==> config.mk <==
export PLATFORM = sky130hd
export DESIGN_NAME = axis_stall_injector
export DESIGN_NICKNAME = d
export VERILOG_FILES = /design/src/rtl/axis_stall_injector.sv
export SDC_FILE = /design/constraint.sdc
export NUM_CORES = 1
export LEC_CHECK = 0
export BUFFER_PORTS_ARGS = -buffer_cell sky130_fd_sc_hd__buf_4
export CAP_MARGIN = 20
export CORE_MARGIN = 2
export CORE_UTILIZATION = 46
export CTS_BUF_LIST = sky130_fd_sc_hd__clkbuf_16
export CTS_CLUSTER_DIAMETER = 30
export CTS_CLUSTER_SIZE = 24
export DETAILED_ROUTE_END_ITERATION = 7
export MAX_ROUTING_LAYER = met4
export PLACE_DENSITY_LB_ADDON = 0.2
export RECOVER_POWER = 50
export REMOVE_ABC_BUFFERS = 1
export SLEW_MARGIN = 20
export SYNTH_ARGS = -nofsm -noshare
export SYNTH_HDL_FRONTEND = slang
export SYNTH_SLANG_ARGS = --single-unit
==> constraint.sdc <==
create_clock -name clk -period 2.1 [get_ports clk]
set_input_delay 0.21 -clock clk [delete_from_list [all_inputs] [get_ports clk]]
set_output_delay 0.21 -clock clk [all_outputs]
set_load 0.005 [all_outputs]
==> src/rtl/axis_stall_injector.sv <==
// axis_stall_injector
//
// AXI-Stream stall injector with optional throughput statistics. A single
// register stage sits between upstream and downstream. A 32-bit Galois LFSR
// (mask 32'h8020_0003) decides two things:
//   - random input bubbles that drop s_axis_tready for one cycle
//   - bursty output stalls that hide m_axis_tvalid for 20..51 cycles
// With enable=0 the block is a transparent one-entry register slice.
//
// Optional feature macro: STALL_STATS_EN
//   defined   -> four saturating statistics counters plus stats_clear
//   undefined -> counter outputs tied to zero, stats_clear ignored
//
// Ports:
//   clk, aresetn          clock, asynchronous active-low reset
//   enable                1 = inject bubbles/stalls, 0 = transparent
//   stats_clear           synchronous clear of all statistics counters
//   s_axis_*              upstream AXI-Stream slave (tdata/tvalid/tlast/tready)
//   m_axis_*              downstream AXI-Stream master (tdata/tvalid/tlast/tready)
//   total_cycles          cycles with enable=1
//   in_stall_cycles       cycles with s_axis_tvalid && !s_axis_tready
//   out_beats             downstream handshakes
//   frames                downstream handshakes carrying tlast
module axis_stall_injector #(
  parameter int          DATA_WIDTH       = 48,
  parameter int          IN_BUBBLE_THRESH = 170,
  parameter int          OUT_STALL_THRESH = 6,
  parameter int          STALL_MIN        = 20,
  parameter int          STALL_RANGE_LOG  = 5,
  parameter logic [31:0] LFSR_SEED        = 32'hACE1_2468,
  parameter int          CNT_WIDTH        = 32
) (
  input  logic                  clk,
  input  logic                  aresetn,
  input  logic                  enable,
  input  logic                  stats_clear,
  input  logic [DATA_WIDTH-1:0] s_axis_tdata,
  input  logic                  s_axis_tvalid,
  input  logic                  s_axis_tlast,
  output logic                  s_axis_tready,
  output logic [DATA_WIDTH-1:0] m_axis_tdata,
  output logic                  m_axis_tvalid,
  output logic                  m_axis_tlast,
  input  logic                  m_axis_tready,
  output logic [CNT_WIDTH-1:0]  total_cycles,
  output logic [CNT_WIDTH-1:0]  in_stall_cycles,
  output logic [CNT_WIDTH-1:0]  out_beats,
  output logic [CNT_WIDTH-1:0]  frames
);

  localparam int          SCNT_W    = 8 + STALL_RANGE_LOG;
  localparam logic [31:0] LFSR_MASK = 32'h8020_0003;
  localparam logic [8:0]  BUBBLE_TH = 9'(IN_BUBBLE_THRESH);
  localparam logic [8:0]  STALL_TH  = 9'(OUT_STALL_THRESH);

  typedef enum logic {IDLE, STALL} state_e;

  logic [31:0]           lfsr_q, lfsr_d;
  logic                  rdy_en_q;
  logic                  in_bubble_q, in_bubble_d;
  logic                  full_q, full_d;
  logic [DATA_WIDTH-1:0] data_q, data_d;
  logic                  last_q, last_d;
  state_e                state_q, state_d;
  logic [SCNT_W-1:0]     scnt_q, scnt_d;
  logic [SCNT_W-1:0]     stall_len;
  logic                  m_hs, s_hs;

  // Stall length = STALL_MIN plus a random field; a zero-width field is
  // not expressible, so that configuration uses the fixed minimum only.
  generate
    if (STALL_RANGE_LOG == 0) begin : g_fixed_len
      assign stall_len = SCNT_W'(STALL_MIN);
    end else begin : g_rand_len
      assign stall_len = SCNT_W'(STALL_MIN) + SCNT_W'(lfsr_q[16 +: STALL_RANGE_LOG]);
    end
  endgenerate

  assign m_hs          = m_axis_tvalid && m_axis_tready;
  assign s_hs          = s_axis_tvalid && s_axis_tready;
  // Combinational through m_axis_tready so a full stage can accept a new
  // beat in the same cycle it drains.
  assign s_axis_tready = rdy_en_q && !in_bubble_q && (!full_q || m_hs);
  assign m_axis_tvalid = full_q && (state_q == IDLE);
  assign m_axis_tdata  = data_q;
  assign m_axis_tlast  = last_q;

  always_comb begin
    lfsr_d = lfsr_q >> 1;
    if (lfsr_q[0]) lfsr_d = lfsr_d ^ LFSR_MASK;
  end

  assign in_bubble_d = enable && ({1'b0, lfsr_q[7:0]} < BUBBLE_TH);

  always_comb begin
    full_d = full_q;
    data_d = data_q;
    last_d = last_q;
    if (s_hs) begin
      full_d = 1'b1;
      data_d = s_axis_tdata;
      last_d = s_axis_tlast;
    end else if (m_hs) begin
      full_d = 1'b0;
    end
  end

  // A stall may only begin when no valid beat would be withdrawn: either the
  // stage is empty or its beat is handshaking in this very cycle.
  always_comb begin
    state_d = state_q;
    scnt_d  = scnt_q;
    case (state_q)
      IDLE: begin
        if (enable && ({1'b0, lfsr_q[15:8]} < STALL_TH) && (!full_q || m_hs)) begin
          state_d = STALL;
          scnt_d  = stall_len;
        end
      end
      STALL: begin
        scnt_d = scnt_q - SCNT_W'(1);
        if (!enable || (scnt_q == SCNT_W'(1))) state_d = IDLE;
      end
    endcase
  end

  always_ff @(posedge clk or negedge aresetn) begin
    if (!aresetn) begin
      lfsr_q      <= LFSR_SEED;
      rdy_en_q    <= 1'b0;
      in_bubble_q <= 1'b0;
      full_q      <= 1'b0;
      data_q      <= '0;
      last_q      <= 1'b0;
      state_q     <= IDLE;
      scnt_q      <= '0;
    end else begin
      lfsr_q      <= lfsr_d;
      rdy_en_q    <= 1'b1;
      in_bubble_q <= in_bubble_d;
      full_q      <= full_d;
      data_q      <= data_d;
      last_q      <= last_d;
      state_q     <= state_d;
      scnt_q      <= scnt_d;
    end
  end

`ifdef STALL_STATS_EN
  localparam logic [CNT_WIDTH-1:0] CNT_ONE = CNT_WIDTH'(1);

  logic [CNT_WIDTH-1:0] total_q, in_stall_q, beats_q, frames_q;

  // Saturating counters; clear wins over any increment in the same cycle.
  always_ff @(posedge clk or negedge aresetn) begin
    if (!aresetn) begin
      total_q    <= '0;
      in_stall_q <= '0;
      beats_q    <= '0;
      frames_q   <= '0;
    end else if (stats_clear) begin
      total_q    <= '0;
      in_stall_q <= '0;
      beats_q    <= '0;
      frames_q   <= '0;
    end else begin
      if (enable && (total_q != '1)) total_q <= total_q + CNT_ONE;
      if (s_axis_tvalid && !s_axis_tready && (in_stall_q != '1)) in_stall_q <= in_stall_q + CNT_ONE;
      if (m_hs && (beats_q != '1)) beats_q <= beats_q + CNT_ONE;
      if (m_hs && last_q && (frames_q != '1)) frames_q <= frames_q + CNT_ONE;
    end
  end

  assign total_cycles    = total_q;
  assign in_stall_cycles = in_stall_q;
  assign out_beats       = beats_q;
  assign frames          = frames_q;
`else
  logic unused_stats_clear;
  assign unused_stats_clear = stats_clear;
  assign total_cycles       = '0;
  assign in_stall_cycles    = '0;
  assign out_beats          = '0;
  assign frames             = '0;
`endif

endmodule

# After elaboration in Yosys (flattened, before gate mapping)
# Index checks and enable logic that the tools add are counted.
# Widths: inputs -> output; s select.
dict set report word_totals {
  in_bits 55
  reg_bits 98
  word_cells 38
  out_inout_bits 179
}
dict set report op_classes {
  order_cmp 2
  n_eq_ne 2
  n_reduce_logical 14
  bitwise_logic 2
  n_addsub 2
  n_mux 8
}
# cell n
set op_table {}
lappend op_table {{$mux 32} 1}
lappend op_table {{$pmux 13 s2} 1}
lappend op_table {{$eq 13x1->1 const B} 1}
lappend op_table {{$mux 13} 1}
lappend op_table {{$sub 13x1->13 const B} 1}
lappend op_table {{$logic_and 1x1->1} 8}
lappend op_table {{$lt 8x3->1 const B} 1}
lappend op_table {{$lt 8x8->1 const B} 1}
lappend op_table {{$add 5x5->6 const A} 1}
lappend op_table {{$mux 1} 4}
lappend op_table {{$not 3->4} 1}
lappend op_table {{$logic_not 1->1} 3}
lappend op_table {{$logic_or 1x1->1} 2}
lappend op_table {{$ne 2x1->1 const B} 1}
lappend op_table {{$pmux 1 s2} 1}
lappend op_table {{$reduce_bool 2->1} 1}
lappend op_table {{$not 1->1} 1}

# Depth between registers and ports, before layout
dict set report logic_depth {
  depth_word 7
  depth_mapped 6
  depth_no_buf 6
}

# Worst setup path before layout
# No wires, ideal clock.
dict set report synth_path {
  path_kind {register to register}
  from {register state_q}
  to {register data_q[0], in the netlist m_axis_tdata[0]}
  period_less_slack_ns 1.498
  stages_incl_launch_ff 7
  n_path_buf 2
  setup_ns 0.125
  path_slack_ns 0.602
  t_required_ns 1.975
  arrival_time_ns 1.373
  cell_sequence {dfrtp_1 > nand2b_4 > a21oi_2 > and2_1 > buf_6 > buf_6 > mux2_4}
}
dict set report synth_between {
  elab_chain_len 6
}
# element line
set synth_lines {}
lappend synth_lines {{from (decl)} 64} ;# state_e state_q, state_d;
lappend synth_lines {{from (signal assigned)} 144} ;# state_q <= state_d;
lappend synth_lines {{$not 1->1} --}
lappend synth_lines {{$logic_and 1x1->1} 84} ;# assign m_axis_tvalid = full_q && (state_q == IDLE);
lappend synth_lines {{$logic_and 1x1->1} 79} ;# assign m_hs = m_axis_tvalid && m_axis_tready;
lappend synth_lines {{$logic_or 1x1->1} 83} ;# assign s_axis_tready = rdy_en_q && !in_bubble_q && (!full_q || m_hs);
lappend synth_lines {{$logic_and 1x1->1} 83}
lappend synth_lines {{net s_axis_tready} 40} ;# output logic s_axis_tready,
lappend synth_lines {{$logic_and 1x1->1} 80} ;# assign s_hs = s_axis_tvalid && s_axis_tready;
lappend synth_lines {{to (signal assigned)} 142} ;# data_q <= data_d;
lappend synth_lines {{to (decl)} 62} ;# logic [DATA_WIDTH-1:0] data_q, data_d;
# The timed path passes the listed nets, and every way through them passes these cells.
# A chain may end at the register's enable or synchronous reset.

# Worst setup path in the final report
dict set report layout_path {
  from {register scnt_q[0]}
  to {register scnt_q[8]}
}
dict set report layout_between {
  elab_chain_len 2
}
# element line
set layout_lines {}
lappend layout_lines {{from (decl)} 65} ;# logic [SCNT_W-1:0] scnt_q, scnt_d;
lappend layout_lines {{from (signal assigned)} 145} ;# scnt_q <= scnt_d;
lappend layout_lines {{$sub 13x1->13} 121} ;# scnt_d = scnt_q - SCNT_W'(1);
lappend layout_lines {{$pmux 13 s2} 113} ;# case (state_q)
# No other way between the ends.

==> impl_results.md <==
* Status: complete, no violations
* Post-synthesis sequential area ratio at 51.4%
* Core ar. at 10200 um^2
* Post-route clock period utilization at 79.5%
* Clock skew at 0.00802 ns
* Avg Synthesized Cell Area at 13.2 um^2
* Max Root-Sink Buffers at 2
* Cts repair resizes at 0
* Filler-free cell count of the finished design at 619
* Min-Delay Path Class: in -> reg
* Antenna violations before repair at 0
* Slew at the pin closest to its max-slew limit at 0.835 ns
* Number of max-cap violations at 0
* Hold-fix buffers at CTS at 1
* Delay of the slowest critical-path stage at 0.45 ns
* Max_slew headroom at 44.3%
* Initial cell density of the core at 46.9%
* GRT Resource Usage Total at 14.2%
* Final setup vio count at 0
* Startpoint kind of the worst setup timing path: flip-flop
* Proportion of netlist area held by the largest area contributor at 44.3%
* Final min period at 1.67 ns
* Clk root buf: clkbuf_16
* Fraction of registers with async set/reset at 100%
* Number of cells produced by synthesis at 365
* Critical Path, Cell by Cell: inv_1 > ha_1 > and4bb_2 > nand2_2 > o311ai_0 > o41ai_1
* Critical Path End Type: flip-flop
* Arr. time, crit path at 1.86 ns
* Setup CP Type: reg -> reg
* Fraction of final layout cells with drive strength greater than 1 at 38.5%
* Flop pwr share at 44.8%
* Worst R2R Setup Slack at 0.43 ns
* Number of diodes added for antenna fixing at 0
* Reported leakage power at 2.84 nW
* Cell row count at 37
* Vias per inst at 4.11
* Library cell with the highest instance count after synthesis: buf_4
* Wire per inst at 12.1 um
* Full die area at 11300 um^2
* Slowest library cell on the worst path: dfrtp_1
* Post-detail-place hpwl at 5460 um
* Iter 0 DRT Violations at 69
* Count of clock tree sinks at 98
* Wirelength, routed at 7490 um
* Portion of total power attributed to combinational logic at 24.3%
* First-pass iteration count of the detailed router at 4
* Maximum number of pins on one net before global-route repair at 68
* Clock tree from TritonCTS: yes
* Vias in the first global route at 2466
* Max Slew Vio Count at 0
* Cell family with most CP delay: flip-flops
* Clock-pin slew on the worst setup and hold paths at 0.07 ns
* Most area-hungry cell type in the Yosys netlist: dfrtp_1
* PortBufs at 104
* Most area-consuming cells after synthesis: dfrtp_1, buf_4, mux2_4
* Final hold violation count at 0
* Switch Pwr at 1.46 mW
* P per Cell Area at 1010 nW/um^2
* Number of buffer and inverter instances along the worst setup path at 1
* Area growth, synth to finish at 15.9%
* Setup slack after placement at 0.464 ns
* Count of unresolved DRC violations after routing at 0
* Number of nets in the layout at 536
* Max IR drop VDD at 0.508 mV
* Source-to-sink clock delay at the later pin of the worst-skew pair at 0.33 ns
* Clock buffer count from CTS at 9
* Power share of the clock group at 30.9%
* Required time of the worst setup path at 2.30 ns
* Synthesized area at 4800 um^2
* EDFF count, synth at 0
* Cell count after placement at 602
* Syn. warnings at 0
* Worst-case setup margin in the final layout at 0.431 ns
* Die width at 106 um
* Max Clock Freq at 0.599 GHz
* Yosys cell types at 44
* Final Wtd Congestion at 0.732
* Internal Pwr Total at 4.17 mW
* Overall die height at 106 um
* Post-synthesis sequential element count at 98
* Leftover overflow at the end of global routing at 0
* Routed via count at 2544
* Maximum fanout encountered on the critical timing path at 6
* List of most frequent post-synthesis cells: buf_4, dfrtp_1, mux2_4, dfstp_2, nor2_1
* Proportion of total power due to net switching at 26.0%
* Final antenna-violating net count at 0
* Top_reg_cell synth: dfrtp_1
* I/O Pins at 234
* Setup repair after global routing missed its margin: no
* Wire length of the first global-routing pass at 12100 um
* # H-tree levels at 3
* Setup Fix Bufs, Post-CTS at 0
-- sequential cells by signal (all words and copies together), names as in the netlist --
register      cells
lfsr_q           32
m_axis_tlast      1
full_q            1
m_axis_tdata     48
rdy_en_q          1
in_bubble_q       1
state_q           1
scnt_q           13
-- routing by layer --
metal  part of all wire [%]  GRT usage, %
met4                    1.1          5.92
met2                     47          20.1
met5                      0             -
met3                    6.4          3.19
met1                     46          19.7
-- metrics by stage --
stage / cell area [um^2] / util (%) / setup TNS, ns / hold slack [ns] / power [mW]
after floorplan: 4240 / - / -51.38 / -0.0856 / 3.27
after global placement: 5280 / 51.6 / 0 / 0.186 / 3.96
after detailed placement: 5280 / 51.6 / 0 / 0.192 / 3.99
after CTS: 5600 / 54.8 / 0 / 0.0877 / 5.77
after global routing: 5570 / 54.4 / 0 / 0.0805 / 5.97
final: 5570 / 54.4 / 0 / 0.100 / 5.63
-- cell type report --
class / instances / area (um^2)
inverter: 5 / 18.8
multi-input combinational: 253 / 1750
clock inverter: 7 / 92.6
clock buffer: 9 / 225
sequential: 98 / 2470
fill: 857 / 4660
tap: 136 / 170
timing repair buffer: 111 / 840
-- final timing paths --
check | startpoint | to | cells past startpoint
max in group asynchronous | aresetn | lfsr_q[27] | 3
setup / recovery | scnt_q[0] | scnt_q[8] | 6
setup reg to reg | scnt_q[0] | scnt_q[8] | 6
hold / removal | s_axis_tdata[16] | m_axis_tdata[16] | 2
hold reg to reg | lfsr_q[8] | lfsr_q[7] | 0
min in group asynchronous | aresetn | scnt_q[11] | 2
-- kinds of logic (layout without fill, tap and decap cells) --
logic type	count (synthesis)	count (layout)	synth area share [%]
adder cells (fa/ha/maj)	3	3	0.782
AO/OA/AOI/OAI	21	21	3.15
other	2	129	0.156
flip-flops	98	98	51.4
multiplexers	53	53	16.2
AND/OR/NAND/NOR	42	42	5.39
buffers and inverters	141	132	22.1
XOR/XNOR	5	5	0.912
-- cell usage in the layout, fill, tap and decap left out, types with 2 or more instances in the layout --
cell and count:
o41ai_1 2, buf_4 57, bufinv_16 2, nand2_1 5
buf_12 2, ha_1 3, xor2_1 4, inv_6 2
inv_1 6, mux2i_1 4, o311ai_0 2, nand4_1 3
nor3_1 3, mux2_4 49, dfrtp_1 85, nand3_1 4
a21oi_1 3, clkbuf_4 43, clkbuf_16 9, nor2b_1 2
o21a_1 2, clkbuf_1 6, nor2_1 8, nand2b_1 3
dfstp_2 12, o21ai_0 5, conb_1 129
-- power by group through the flow --
stage	Sequential (mW)	Clock, mW	Combinational, mW
after global placement	2.54	0	1.41
after floorplan	2.53	0	0.735
after CTS	2.53	1.79	1.44
final	2.52	1.74	1.37
after detailed placement	2.54	0	1.45
after global routing	2.58	1.87	1.51
No activity file was read; power rests on OpenSTA's default activity.
